<file path="config.mk">
export PLATFORM = sky130hd
export DESIGN_NAME = conv_out_stream_tracker
export DESIGN_NICKNAME = d
export VERILOG_FILES = /design/src/rtl/conv_pkg.sv /design/src/rtl/conv_pos_counter.sv /design/src/rtl/conv_out_stream_tracker.sv
export SDC_FILE = /design/constraint.sdc
export NUM_CORES = 1
export LEC_CHECK = 0
export ABC_CLOCK_PERIOD_IN_PS = 3100
export BUFFER_PORTS_ARGS = -buffer_cell sky130_fd_sc_hd__buf_2
export CORE_ASPECT_RATIO = 0.7
export CORE_MARGIN = 3
export CORE_UTILIZATION = 40
export DETAILED_ROUTE_END_ITERATION = 6
export HOLD_SLACK_MARGIN = 0.12
export PLACE_DENSITY_LB_ADDON = 0.2
export SLEW_MARGIN = 20
export SYNTH_ARGS = -nofsm -noshare
export SYNTH_HDL_FRONTEND = slang
export SYNTH_SLANG_ARGS = --single-unit
</file>
<file path="constraint.sdc">
create_clock -name clk -period 3.1 [get_ports clk]
set_clock_uncertainty 0.1 [all_clocks]
set_input_delay 0.155 -clock clk [delete_from_list [all_inputs] [get_ports clk]]
set_output_delay 0.155 -clock clk [all_outputs]
set_load 0.005 [all_outputs]
</file>
<file path="src/rtl/conv_pkg.sv">
// Shared definitions for the convolution output-side stream logic.
//   - state_t      : frame tracker FSM encoding
//   - CONV_DATA_W  : default result word width
//   - CONV_CNT_W   : default position counter / frame size width
package conv_pkg;

    localparam int CONV_DATA_W = 32;
    localparam int CONV_CNT_W  = 16;

    typedef enum logic [1:0] {
        IDLE  = 2'd0,
        RUN   = 2'd1,
        DRAIN = 2'd2
    } state_t;

endpackage

</file>
<file path="src/rtl/conv_pos_counter.sv">
// Column/row wrap-around position counter for a runtime-sized frame.
// Ports:
//   clk, rst              : clock, synchronous active-high reset
//   clr                   : force position back to (0,0)
//   en                    : advance one pixel position
//   width, height         : frame size in pixels (must be >= 1)
//   col, row              : current position
//   end_of_line           : col is the last column of the row
//   end_of_frame          : position is the last pixel of the frame
module conv_pos_counter #(
    parameter int CNT_W = 16
) (
    input  logic             clk,
    input  logic             rst,
    input  logic             clr,
    input  logic             en,
    input  logic [CNT_W-1:0] width,
    input  logic [CNT_W-1:0] height,
    output logic [CNT_W-1:0] col,
    output logic [CNT_W-1:0] row,
    output logic             end_of_line,
    output logic             end_of_frame
);

    logic [CNT_W-1:0] col_q, col_d;
    logic [CNT_W-1:0] row_q, row_d;

    assign col          = col_q;
    assign row          = row_q;
    assign end_of_line  = (col_q == width - CNT_W'(1));
    assign end_of_frame = end_of_line && (row_q == height - CNT_W'(1));

    always_comb begin
        col_d = col_q;
        row_d = row_q;
        if (clr) begin
            col_d = '0;
            row_d = '0;
        end else if (en) begin
            if (!end_of_line) begin
                col_d = col_q + CNT_W'(1);
            end else begin
                col_d = '0;
                // Wrap the row too at frame end so it never reaches height.
                row_d = end_of_frame ? '0 : row_q + CNT_W'(1);
            end
        end
    end

    always_ff @(posedge clk) begin
        if (rst) begin
            col_q <= '0;
            row_q <= '0;
        end else begin
            col_q <= col_d;
            row_q <= row_d;
        end
    end

endmodule

</file>
<file path="src/rtl/conv_out_stream_tracker.sv">
// Output-side frame tracker for the streaming convolution core. Follows the
// pixel position of each raw result, drops border results whose KxK window
// is incomplete and forwards the rest through a single output register with
// end-of-line / end-of-frame markers.
// Ports:
//   clk, rst                 : clock, synchronous active-high reset
//   start, cfg_width/height  : frame start and size (0 treated as 1)
//   in_valid/in_ready/in_data: raw result stream, one per pixel
//   out_valid/out_ready/out_data/out_eol/out_last : filtered result stream
//   busy, frame_done         : status; frame_done is a one-cycle pulse
// Optional build macro CONV_OUT_STATS_EN adds emitted_cnt / dropped_cnt
// saturating statistics counters, cleared on accepted start.
//
// state | meaning
// IDLE  | waiting for start, no input accepted
// RUN   | consuming results, tracking position
// DRAIN | all pixels consumed, waiting for output register to empty
module conv_out_stream_tracker
    import conv_pkg::*;
#(
    parameter int DATA_W = CONV_DATA_W,
    parameter int CNT_W  = CONV_CNT_W,
    parameter int K      = 3
) (
    input  logic              clk,
    input  logic              rst,
    input  logic              start,
    input  logic [CNT_W-1:0]  cfg_width,
    input  logic [CNT_W-1:0]  cfg_height,
    input  logic              in_valid,
    output logic              in_ready,
    input  logic [DATA_W-1:0] in_data,
    output logic              out_valid,
    input  logic              out_ready,
    output logic [DATA_W-1:0] out_data,
    output logic              out_eol,
    output logic              out_last,
    output logic              busy,
    output logic              frame_done
`ifdef CONV_OUT_STATS_EN
    ,
    output logic [CNT_W*2-1:0] emitted_cnt,
    output logic [CNT_W*2-1:0] dropped_cnt
`endif
);

    localparam logic [CNT_W-1:0] KM1 = CNT_W'(K - 1);

    state_t            state_q, state_d;
    logic [CNT_W-1:0]  w_q, w_d, h_q, h_d;
    logic              out_valid_q, out_valid_d;
    logic [DATA_W-1:0] out_data_q, out_data_d;
    logic              out_eol_q, out_eol_d;
    logic              out_last_q, out_last_d;
    logic              frame_done_q, frame_done_d;

    logic [CNT_W-1:0]  col, row;
    logic              eol, eof;
    logic              start_acc, fire, win_ok, load, drain;

    assign start_acc = (state_q == IDLE) && start;
    assign in_ready  = (state_q == RUN) && (!out_valid_q || out_ready);
    assign fire      = in_valid && in_ready;
    assign win_ok    = (col >= KM1) && (row >= KM1);
    assign load      = fire && win_ok;
    assign drain     = out_valid_q && out_ready;

    conv_pos_counter #(.CNT_W(CNT_W)) u_pos (
        .clk          (clk),
        .rst          (rst),
        .clr          (start_acc),
        .en           (fire),
        .width        (w_q),
        .height       (h_q),
        .col          (col),
        .row          (row),
        .end_of_line  (eol),
        .end_of_frame (eof)
    );

    always_comb begin
        state_d      = state_q;
        w_d          = w_q;
        h_d          = h_q;
        out_valid_d  = out_valid_q;
        out_data_d   = out_data_q;
        out_eol_d    = out_eol_q;
        out_last_d   = out_last_q;
        frame_done_d = 1'b0;

        case (state_q)
            IDLE: begin
                if (start) begin
                    w_d     = (cfg_width  == '0) ? CNT_W'(1) : cfg_width;
                    h_d     = (cfg_height == '0) ? CNT_W'(1) : cfg_height;
                    state_d = RUN;
                end
            end
            RUN: begin
                if (fire && eof) state_d = DRAIN;
            end
            DRAIN: begin
                if (!out_valid_q || out_ready) begin
                    frame_done_d = 1'b1;
                    state_d      = IDLE;
                end
            end
            default: state_d = IDLE;
        endcase

        // Drain first so a same-cycle load leaves the new word in place.
        if (drain) out_valid_d = 1'b0;
        if (load) begin
            out_valid_d = 1'b1;
            out_data_d  = in_data;
            out_eol_d   = eol;
            out_last_d  = eof;
        end
    end

    always_ff @(posedge clk) begin
        if (rst) begin
            state_q      <= IDLE;
            w_q          <= '0;
            h_q          <= '0;
            out_valid_q  <= 1'b0;
            out_data_q   <= '0;
            out_eol_q    <= 1'b0;
            out_last_q   <= 1'b0;
            frame_done_q <= 1'b0;
        end else begin
            state_q      <= state_d;
            w_q          <= w_d;
            h_q          <= h_d;
            out_valid_q  <= out_valid_d;
            out_data_q   <= out_data_d;
            out_eol_q    <= out_eol_d;
            out_last_q   <= out_last_d;
            frame_done_q <= frame_done_d;
        end
    end

    assign out_valid  = out_valid_q;
    assign out_data   = out_data_q;
    assign out_eol    = out_eol_q;
    assign out_last   = out_last_q;
    assign frame_done = frame_done_q;
    assign busy       = (state_q != IDLE);

`ifdef CONV_OUT_STATS_EN
    logic [CNT_W*2-1:0] emitted_q, emitted_d;
    logic [CNT_W*2-1:0] dropped_q, dropped_d;

    always_comb begin
        emitted_d = emitted_q;
        dropped_d = dropped_q;
        if (start_acc) begin
            emitted_d = '0;
            dropped_d = '0;
        end else begin
            if (drain && !(&emitted_q))        emitted_d = emitted_q + (CNT_W*2)'(1);
            if (fire && !win_ok && !(&dropped_q)) dropped_d = dropped_q + (CNT_W*2)'(1);
        end
    end

    always_ff @(posedge clk) begin
        if (rst) begin
            emitted_q <= '0;
            dropped_q <= '0;
        end else begin
            emitted_q <= emitted_d;
            dropped_q <= dropped_d;
        end
    end

    assign emitted_cnt = emitted_q;
    assign dropped_cnt = dropped_q;
`endif

endmodule

</file>
### Word level (Yosys, flattened, before mapping)

Index checks and enable logic that the tools add are counted.

* register bits after elaboration: 102
* latch bits: 0
* RAM bits: 0
* bits in read-only memories: 0
* logic and storage cells: 55
* memories kept: 0

* add/sub/neg operators: 4
* multipliers: 0
* div/mod/pow operators: 0
* order comparisons: 2
* eq/ne operators: 7
* shift operators: 0
* mux-type cells: 11
* bitwise logic cells: 1
* reduce and logical (&&, ||, !) cells: 20

Operators with widths (count)
* 16-bit 2-to-1 mux: 4
* 16-bit by 1-bit adder with 16-bit output (second input constant): 2
* 16-bit == test: 2
* 16-bit by 2-bit >= comparator with 1-bit output (second input constant): 2
* 16-bit zero test: 2
* 16-bit by 1-bit subtractor with 16-bit output (second input constant): 2
* 1-bit logical AND: 8
* 2-bit 2-to-1 mux: 3
* 2-bit case mux with 3 select lines: 1
* 2-bit inequality test (second input constant): 2
* 2-bit AND reduction: 2
* 2-bit nonzero test: 2
* 2-bit OR reduction: 2
* 1-bit 2-to-1 mux: 3
* 3-bit AND reduction: 1
* 2-bit by 1-bit == test with 1-bit output (second input constant): 1
* 2-bit == test (second input constant): 1
* 2-bit zero test: 1
* 2-bit by 1-bit inequality test with 1-bit output (second input constant): 1
* 1-bit zero test: 1
* 1-bit logical OR: 1
* 1-bit NOT: 1

### Depth between registers and ports, before layout

Gate-level depths: netlist of run 1.

* word-level depth: 7
* depth in mapped cells: 12

### Modules after synthesis

A second synthesis of run 1 with hierarchy kept.

* cell total of the unflattened synthesis: 671
* area, all modules: 5586.6 um^2

By module, submodules not included
* conv_out_stream_tracker: instances 1, cells an instance 323, area each 2931.6 um^2, seq. area each 1401.3 um^2
* conv_pos_counter: instances 1, cells an instance 348, area each 2655.0 um^2, seq. area each 640.6 um^2

### Worst setup path after synthesis of run 1

Ideal clock, no wire load.

* path kind: reg-to-reg
* start: register w_q[0]
* end: register u_pos.row_q[3] (netlist: u_pos.row[3])
* arrival: 2840 ps
* required time: 2883 ps
* setup slack: 43 ps
* stages on the path, launching flop included: 13
* buffers on the path: 3
* path through: dfxtp_1 > inv_1 > ha_1 > buf_2 > nor3b_1 > nand2_1 > or3_1 > a2111o_1 > or4_1 > buf_2 > o21ai_2 > buf_2 > nor2_1

* cells in the longest elaborated chain, start to end: 4
* elaborated cells between the ends (all ways): 5
* classes of those cells: add/sub: 1; eq/ne: 1; mux: 1; reduce/logical: 2

RTL lines
* from (decl): RTL line conv_out_stream_tracker.sv:50 `logic [CNT_W-1:0] w_q, w_d, h_q, h_d;`
* from (signal assigned): RTL line conv_out_stream_tracker.sv:133 `w_q <= w_d;`
* 16-bit by 1-bit subtractor with 16-bit output (*): RTL line conv_pos_counter.sv:30 `assign end_of_line = (col_q == width - CNT_W'(1));`
* 16-bit == test (*): RTL line conv_pos_counter.sv:30
* 1-bit logical AND: RTL line conv_pos_counter.sv:31 `assign end_of_frame = end_of_line && (row_q == height - CNT_W'(1));`
* 16-bit 2-to-1 mux: RTL line conv_pos_counter.sv:45 `row_d = end_of_frame ? '0 : row_q + CNT_W'(1);`
* to (signal assigned): RTL line conv_pos_counter.sv:56 `row_q <= row_d;`
* to (decl): RTL line conv_pos_counter.sv:26 `logic [CNT_W-1:0] row_q, row_d;`

Every way passes the cells marked *; elsewhere a longest branch is shown, timed or not.
A chain may end at the register's enable or synchronous reset.

### Final worst setup path of run 1

* start: register h_q[0]
* end: register out_last_q (netlist: out_last)

* cells in the longest elaborated chain, start to end: 3

RTL lines
* from (decl): RTL line conv_out_stream_tracker.sv:50
* from (signal assigned): RTL line conv_out_stream_tracker.sv:125 `h_q <= '0;`
* from (signal assigned): RTL line conv_out_stream_tracker.sv:134 `h_q <= h_d;`
* 16-bit by 1-bit subtractor with 16-bit output: RTL line conv_pos_counter.sv:31
* 16-bit == test: RTL line conv_pos_counter.sv:31
* 1-bit logical AND: RTL line conv_pos_counter.sv:31
* to (signal assigned): RTL line conv_out_stream_tracker.sv:138 `out_last_q <= out_last_d;`
* to (decl): RTL line conv_out_stream_tracker.sv:54 `logic out_last_q, out_last_d;`

Every way passes these cells.

==> flow_summary.toml, run 1 <==
[yosys]
synth_fp_nets = 702
ys.warnings.count = 0
synth_edf_count = 0
mappedNetlistArea_mm2 = 0.00529
postSynth.topFlopCell = "sky130_fd_sc_hd__dfxtp_1"
async_flop_share_pct = 0
flip_flop_and_latch_count_after_synthesis = 102
synth.distinct_cells = 65
post_synth_inst_count = 627
post_synth.cell_area_avg_um2 = 8.43
yosysSeqAreaShare_pct = 38.6

[route]
drtAntennaViolNets = 0
drc_errors = 0
detail_route.wl_per_cell_um = 17.3
num_vias = 5336
post_drt_via_cell_ratio = 5.49
drt_first_pass_iters = 5
detail_route.iter0.violations = 346
routed_wl_mm = 16.8

[clock_tree]
clk_pin_slew_worst_paths_ns = 0.08
worstSkewPairLatency_ns = 0.35
cts-htree-levels = 3
cts_root_buffer = "sky130_fd_sc_hd__clkbuf_16"
cts_num_sinks = 102
maximum_buffer_depth_of_the_clock_tree = 2
numCtsBuffers = 9
tritoncts = "done"
postCtsSetupRepairBufs = 0

[sta]
worst_slew_margin_rel_pct = 43.7
minimum_clock_period_ns = 2.94
finalSetupViolCount = 0
tightestPinTransition_ns = 0.841
setup_repair_after_global_routing_missed_its_margin = "no"
final.period_utilization_pct = 94.9
timing_max_transition_violations_final = 0
timing.fmax_mhz = 340
fin_setup_tns_ns = 0
final-hold-violation-count = 0

[critical_path]
biggest_fanout_along_the_worst_timing_path = 4
critical_path.startpoint_type = "flop"
worstSetupPathType = "reg -> reg"
worst_r2r_endpoint = "out_last$_SDFFE_PP0P_"
endpoint_kind_of_the_worst_setup_timing_path = "flop"
crit_path_start = "h_q[0]$_SDFFE_PP0P_"
timing.rr.start = "h_q[0]$_SDFFE_PP0P_"
r2r.worst_path.cells = 9
worstPathRequired_ns = 3.27
reg2reg_slack_ns = 0.16
cp.arrival_ns = 3.11
cp-endpoint = "out_last$_SDFFE_PP0P_"

[global_routing]
grt-ovfl-total = 0
antenna_found_initial = 0
first_global_vias = 5225
all_layer_global_routing_usage_pct = 23.0
grt_start_max_net_pins = 44
grt_pass1_wl_mm = 26.7

[die]
die_width_um = 143
fp-row-count = 34
floorplan.initialDensity_pct = 41.7
dieArea_mm2 = 0.0147
fp.coreArea_mm2 = 0.0127
number_of_top_level_pins = 107
die_h_um = 102

[job]
timing.max_cap.violations = 0

[placed_design]
place.port_buffers = 106
hpwl_mm = 11.8
gp_congestion = 0.903

[power_and_ir_drop]
p_leak_uw = 0.00317
share_clk_of_total_power_pct = 38.5
total_switching_power_uw = 832
p_seq_share_pct = 44.8
pwr-share-comb_pct = 16.6
ir_drop_uv = 298
sw_frac_of_total_pct = 27.2
power_density_mw_per_mm2 = 428
p_int_uw = 2230

[cells_and_area]
drive_gt1_share_pct = 21.7
final_nets = 880
areaGrowthSynthToFinish_pct = 35.2
antenna-diode-count = 0
finish.utilization_pct = 56.4

[min_path]
min-delay-path-class = "in -> reg"

[run_status]
outcome = "finished, final reports clean"
state kept, by name, indices dropped and copies added, names as in the netlist:
register	flops
u_pos.col	16
state_q	2
h_q	16
out_last	1
frame_done	1
out_eol	1
out_data	32
w_q	16
out_valid	1
u_pos.row	16
cells by family after synthesis:
family / synth area share, %
adder cells (fa/ha/maj): 1.42
multiplexers: 6.06
buffers and inverters: 4.35
flip-flops: 38.6
XOR/XNOR: 9.39
AO/OA/AOI/OAI: 14.7
AND/OR/NAND/NOR: 25.4
critical path, cell delays in order (launching register included):
cell and delay [ns]:
sky130_fd_sc_hd__dfxtp_1 0.35, sky130_fd_sc_hd__inv_1 0.09, sky130_fd_sc_hd__ha_2 0.23, sky130_fd_sc_hd__or4bb_1 0.49, sky130_fd_sc_hd__a22oi_1 0.21, sky130_fd_sc_hd__nand4_1 0.20, sky130_fd_sc_hd__nor4_4 0.31, sky130_fd_sc_hd__o2111ai_2 0.21
sky130_fd_sc_hd__or4_1 0.52, sky130_fd_sc_hd__a21oi_1 0.17
stage by stage:
stage / cell area (um2) / hold WS [ns] / power (uW) / setup WS (ns) / cells
2_1_floorplan: 5290 / 0.164 / 1650 / 0.0425 / 627
3_5_place_dp: 6120 / 0.291 / 1820 / -0.0120 / 890
6_report: 7150 / 0.141 / 3060 / 0.159 / 972
5_1_grt: 7150 / 0.143 / 3180 / 0.0222 / 972
4_1_cts: 7100 / 0.139 / 3060 / 0.0550 / 972
3_3_place_gp: 6120 / 0.283 / 1810 / 0.0260 / 890
layout make-up:
cell class	count	area, um2
Clock buffer	10	229
Clock inverter	6	78.8
Fill cell	1150	5530
Inverter	21	78.8
Multi-Input combinational cell	467	3090
Sequential cell	102	2040
Tap cell	162	203
Timing Repair Buffer	204	1430
placed cells by master (no fill, tap or decap), types with 6 or more instances in the layout:
| cell | synthesis | layout |
|---|---|---|
| sky130_fd_sc_hd__o211ai_1 | 6 | 6 |
| sky130_fd_sc_hd__a22o_1 | 10 | 10 |
| sky130_fd_sc_hd__buf_2 | 4 | 106 |
| sky130_fd_sc_hd__xor2_1 | 27 | 27 |
| sky130_fd_sc_hd__xnor2_1 | 27 | 27 |
| sky130_fd_sc_hd__a21oi_1 | 42 | 42 |
| sky130_fd_sc_hd__dlygate4sd3_1 | 0 | 66 |
| sky130_fd_sc_hd__mux2i_1 | 32 | 32 |
| sky130_fd_sc_hd__dfxtp_1 | 102 | 102 |
| sky130_fd_sc_hd__nand2_1 | 61 | 61 |
| sky130_fd_sc_hd__nand3_1 | 19 | 18 |
| sky130_fd_sc_hd__inv_1 | 21 | 21 |
| sky130_fd_sc_hd__nor2_1 | 66 | 66 |
| sky130_fd_sc_hd__o21ai_0 | 18 | 18 |
| sky130_fd_sc_hd__nor3_1 | 7 | 6 |
| sky130_fd_sc_hd__and3_1 | 9 | 9 |
| sky130_fd_sc_hd__nand3b_1 | 9 | 9 |
| sky130_fd_sc_hd__nor4_1 | 23 | 21 |
| sky130_fd_sc_hd__nand4_1 | 14 | 14 |
| sky130_fd_sc_hd__buf_4 | 0 | 32 |
| sky130_fd_sc_hd__or3_1 | 9 | 9 |
| sky130_fd_sc_hd__and2_1 | 8 | 8 |
| sky130_fd_sc_hd__clkbuf_16 | 0 | 9 |
| sky130_fd_sc_hd__nand2b_1 | 7 | 7 |
repair_timing:
item,CTS,global route
setup endpoints to repair,5,15
hold buffers,66,0
gates resized for setup,2,10
hold endpoints to repair,66,0
power groups by stage:
stage / clock, uW / sequential [uW] / combinational [uW]
after floorplan: 0 / 1390 / 256
after global placement: 0 / 1400 / 410
after detailed placement: 0 / 1400 / 418
after CTS: 1200 / 1370 / 487
after global routing: 1240 / 1380 / 556
final: 1180 / 1370 / 510
how the worst min path moves through the flow:
stage	start	to	slack, ns	cells past startpoint
6_report	rst	out_data[23]$_SDFFE_PP0P_	0.14	2
5_1_grt	rst	out_data[23]$_SDFFE_PP0P_	0.14	2
4_1_cts	rst	out_data[23]$_SDFFE_PP0P_	0.14	2
3_5_place_dp	in_data[4]	out_data[4]$_SDFFE_PP0P_	0.29	3
3_3_place_gp	in_data[30]	out_data[30]$_SDFFE_PP0P_	0.28	3
2_1_floorplan	cfg_width[1]	w_q[1]$_SDFFE_PP0P_	0.16	2
cells in the mapped netlist (9+ instances only):
cell	count	area (um2)
sky130_fd_sc_hd__a22o_1	10	87.6
sky130_fd_sc_hd__inv_1	21	78.8
sky130_fd_sc_hd__nand3b_1	9	67.6
sky130_fd_sc_hd__nand2_1	61	229
sky130_fd_sc_hd__o21ai_0	18	90.1
sky130_fd_sc_hd__xnor2_1	27	236
sky130_fd_sc_hd__or3_1	9	56.3
sky130_fd_sc_hd__a21oi_1	42	210
sky130_fd_sc_hd__xor2_1	27	236
sky130_fd_sc_hd__and3_1	9	56.3
sky130_fd_sc_hd__dfxtp_1	102	2040
sky130_fd_sc_hd__nor4_1	23	144
sky130_fd_sc_hd__nor2_1	66	248
sky130_fd_sc_hd__clkbuf_1	29	109
sky130_fd_sc_hd__mux2i_1	32	320
sky130_fd_sc_hd__nand3_1	19	95.1
sky130_fd_sc_hd__nand4_1	14	87.6
routing by layer:
layer | global-route usage (%) | routed length [um]
met2 | 33.2 | 6970
met5 | 0 | 0
met4 | 5.14 | 143
met1 | 34.2 | 8270
met3 | 6.22 | 1420
(Power assumes the default switching activity.)
==> run 2, diff against run 1 <==
--- a/config.mk
+++ b/config.mk
@@ -10,6 +10,7 @@
 export CORE_ASPECT_RATIO = 0.7
 export CORE_MARGIN = 3
 export CORE_UTILIZATION = 40
+export CTS_BUF_LIST = sky130_fd_sc_hd__clkbuf_4 sky130_fd_sc_hd__clkbuf_8
 export DETAILED_ROUTE_END_ITERATION = 6
 export HOLD_SLACK_MARGIN = 0.12
 export PLACE_DENSITY_LB_ADDON = 0.2
==> run 2 against run 1 <==
Fmax is 0.30% lower. Non-clock buffer count increased by 13. Utilization grew 0.26 points. Wire length up 0.40%. Clock-buffer cell count unchanged. Largest power group unchanged. Sequential share of layout area down 0.13 points. Register-to-register slack barely moved.
==> flow_summary.toml, run 2 (same netlist as run 1, synthesis figures left out) <==
[cells_and_area]
largest_register_ff_count = 32
areaGrowthSynthToFinish_pct = 35.8
finish.utilization_pct = 56.7
mostFrequentLayoutCells = "106 x sky130_fd_sc_hd__buf_2, 102 x sky130_fd_sc_hd__dfxtp_1, 79 x sky130_fd_sc_hd__dlygate4sd3_1"
non_filler_instance_count_after_layout = 985
register_area_mm2 = 0.00204
final_nets = 893
layout.cell_area.non_filler_mm2 = 0.00718
multi_input_area_mm2 = 0.00309
drive_gt1_share_pct = 21.5
antenna-diode-count = 0
mostFrequentLayoutCell = "sky130_fd_sc_hd__buf_2"
fillerInstances = 1146

[clock_tree]
tritoncts = "done"
maximum_buffer_depth_of_the_clock_tree = 2
postCtsSetupRepairBufs = 0
clk_pin_slew_worst_paths_ns = 0.10
worstSkewPairLatency_ns = 0.38
numCtsBuffers = 9
cts_root_buffer = "sky130_fd_sc_hd__clkbuf_8"
cts_num_sinks = 102
cts-htree-levels = 3

[route]
drc_errors = 0
drt_first_pass_iters = 5
num_vias = 5418
detail_route.wl_per_cell_um = 17.1
drtAntennaViolNets = 0
routed_wl_mm = 16.9
detail_route.iter0.violations = 411
post_drt_via_cell_ratio = 5.50

[critical_path]
timing.rr.start = "w_q[1]$_SDFFE_PP0P_"
biggest_fanout_along_the_worst_timing_path = 9
cp.arrival_ns = 3.17
r2r.worst_path.cells = 9
worstSetupPathType = "reg -> reg"
cp-endpoint = "u_pos.row[6]$_SDFFE_PP0P_"
worst_r2r_endpoint = "u_pos.row[6]$_SDFFE_PP0P_"
critical_path.startpoint_type = "flop"
worstPathRequired_ns = 3.32
endpoint_kind_of_the_worst_setup_timing_path = "flop"
reg2reg_slack_ns = 0.15
crit_path_start = "w_q[1]$_SDFFE_PP0P_"

[global_routing]
grt_pass1_wl_mm = 27.0
grtUsageMet1_pct = 34.1
first_global_vias = 5307
grt_start_max_net_pins = 44
met3_usage_pct = 6.74
top_usage_layer = "met1"
all_layer_global_routing_usage_pct = 23.3
groute.layer.met2.usage_pct = 33.8
antenna_found_initial = 0
grt-ovfl-total = 0

[sta]
final_critical_path_setup_slack_ns = 0.150
finalSetupViolCount = 0
timing.fmax_mhz = 339
worst_slew_margin_rel_pct = 44.0
final.period_utilization_pct = 95.1
minimum_clock_period_ns = 2.95
tightestPinTransition_ns = 0.837
timing_max_transition_violations_final = 0
setup_repair_after_global_routing_missed_its_margin = "no"
final-hold-violation-count = 0

[run_status]
outcome = "finished, final reports clean"

[die]
floorplan.initialDensity_pct = 41.7
die_h_um = 102
fp.coreArea_mm2 = 0.0127
fp-row-count = 34
number_of_top_level_pins = 107
die_width_um = 143
dieArea_mm2 = 0.0147

[placed_design]
gp_congestion = 0.903
hpwl_mm = 11.8
dpl.cell_count = 890
dpl_worst_slack_ns = -0.0120
place.port_buffers = 106
post_dp_area_mm2 = 0.00612

[job]
timing.max_cap.violations = 0

[power_and_ir_drop]
power_density_mw_per_mm2 = 390
p_total_uw = 2800
ir_drop_uv = 271
p_leak_uw = 0.00322

[min_path]
min-delay-path-class = "in -> reg"
==> run 2: cell types whose count changed in the layout (fill, tap and decap cells not counted), sizes merged <==
cell / delta
dlygate4sd3: +13
==> run 2: critical path, stage by stage (launching register included) <==
cell,delay (ns)
sky130_fd_sc_hd__dfxtp_1,0.34
sky130_fd_sc_hd__inv_1,0.07
sky130_fd_sc_hd__ha_1,0.17
sky130_fd_sc_hd__nor3b_2,0.24
sky130_fd_sc_hd__nand2_1,0.12
sky130_fd_sc_hd__or3_1,0.42
sky130_fd_sc_hd__a2111o_1,0.44
sky130_fd_sc_hd__or4_4,0.48
sky130_fd_sc_hd__or3_1,0.38
sky130_fd_sc_hd__a21oi_1,0.14
==> run 2: worst min path at each step <==
stage | startpoint | end | slack [ns] | cells past startpoint
2_1_floorplan | cfg_width[1] | w_q[1]$_SDFFE_PP0P_ | 0.16 | 2
3_5_place_dp | in_data[4] | out_data[4]$_SDFFE_PP0P_ | 0.29 | 3
5_1_grt | rst | h_q[3]$_SDFFE_PP0P_ | 0.15 | 2
6_report | rst | h_q[2]$_SDFFE_PP0P_ | 0.15 | 2
3_3_place_gp | in_data[30] | out_data[30]$_SDFFE_PP0P_ | 0.28 | 3
4_1_cts | rst | h_q[2]$_SDFFE_PP0P_ | 0.13 | 2
==> run 2: metrics by stage <==
step,setup TNS (ns),hold WS (ns)
floorplan,0,0.164
global placement,0,0.283
detailed placement,-0.0161,0.291
CTS,0,0.128
global route,0,0.152
finish,0,0.151
==> run 2: power breakdown <==
| group | internal, uW | leakage [uW] | total, uW | switching (uW) |
|---|---|---|---|---|
| combinational | 261 | 0.00228 | 521 | 260 |
| clock | 399 | 0.000108 | 906 | 507 |
| sequential | 1340 | 0.000827 | 1370 | 37.4 |
| total | 2000 | 0.00321 | 2800 | 804 |
==> run 2: layout make-up <==
cell class | instances | share of cell area [%]
clock buffer | 10 | 1.83
inverter | 21 | 1.10
timing repair buffer | 217 | 21.7
clock inverter | 6 | 1.10
sequential | 102 | 28.4
tap | 162 | 2.82
multi-input combinational | 467 | 43.0
==> run 2: timing repair <==
| action | 4_1_cts | 5_1_grt |
|---|---|---|
| setup endpoints to repair | 5 | 15 |
| hold endpoints to repair | 66 | 0 |
| gates cloned | 0 | 0 |
| gates resized for setup | 2 | 10 |
| hold buffers | 79 | 0 |
==> run 2: metal layers <==
layer	routed length, um	part of all wire [%]
met1	8130	48
met2	7020	42
met3	1530	9.0
met4	203	1.2
met5	0	0
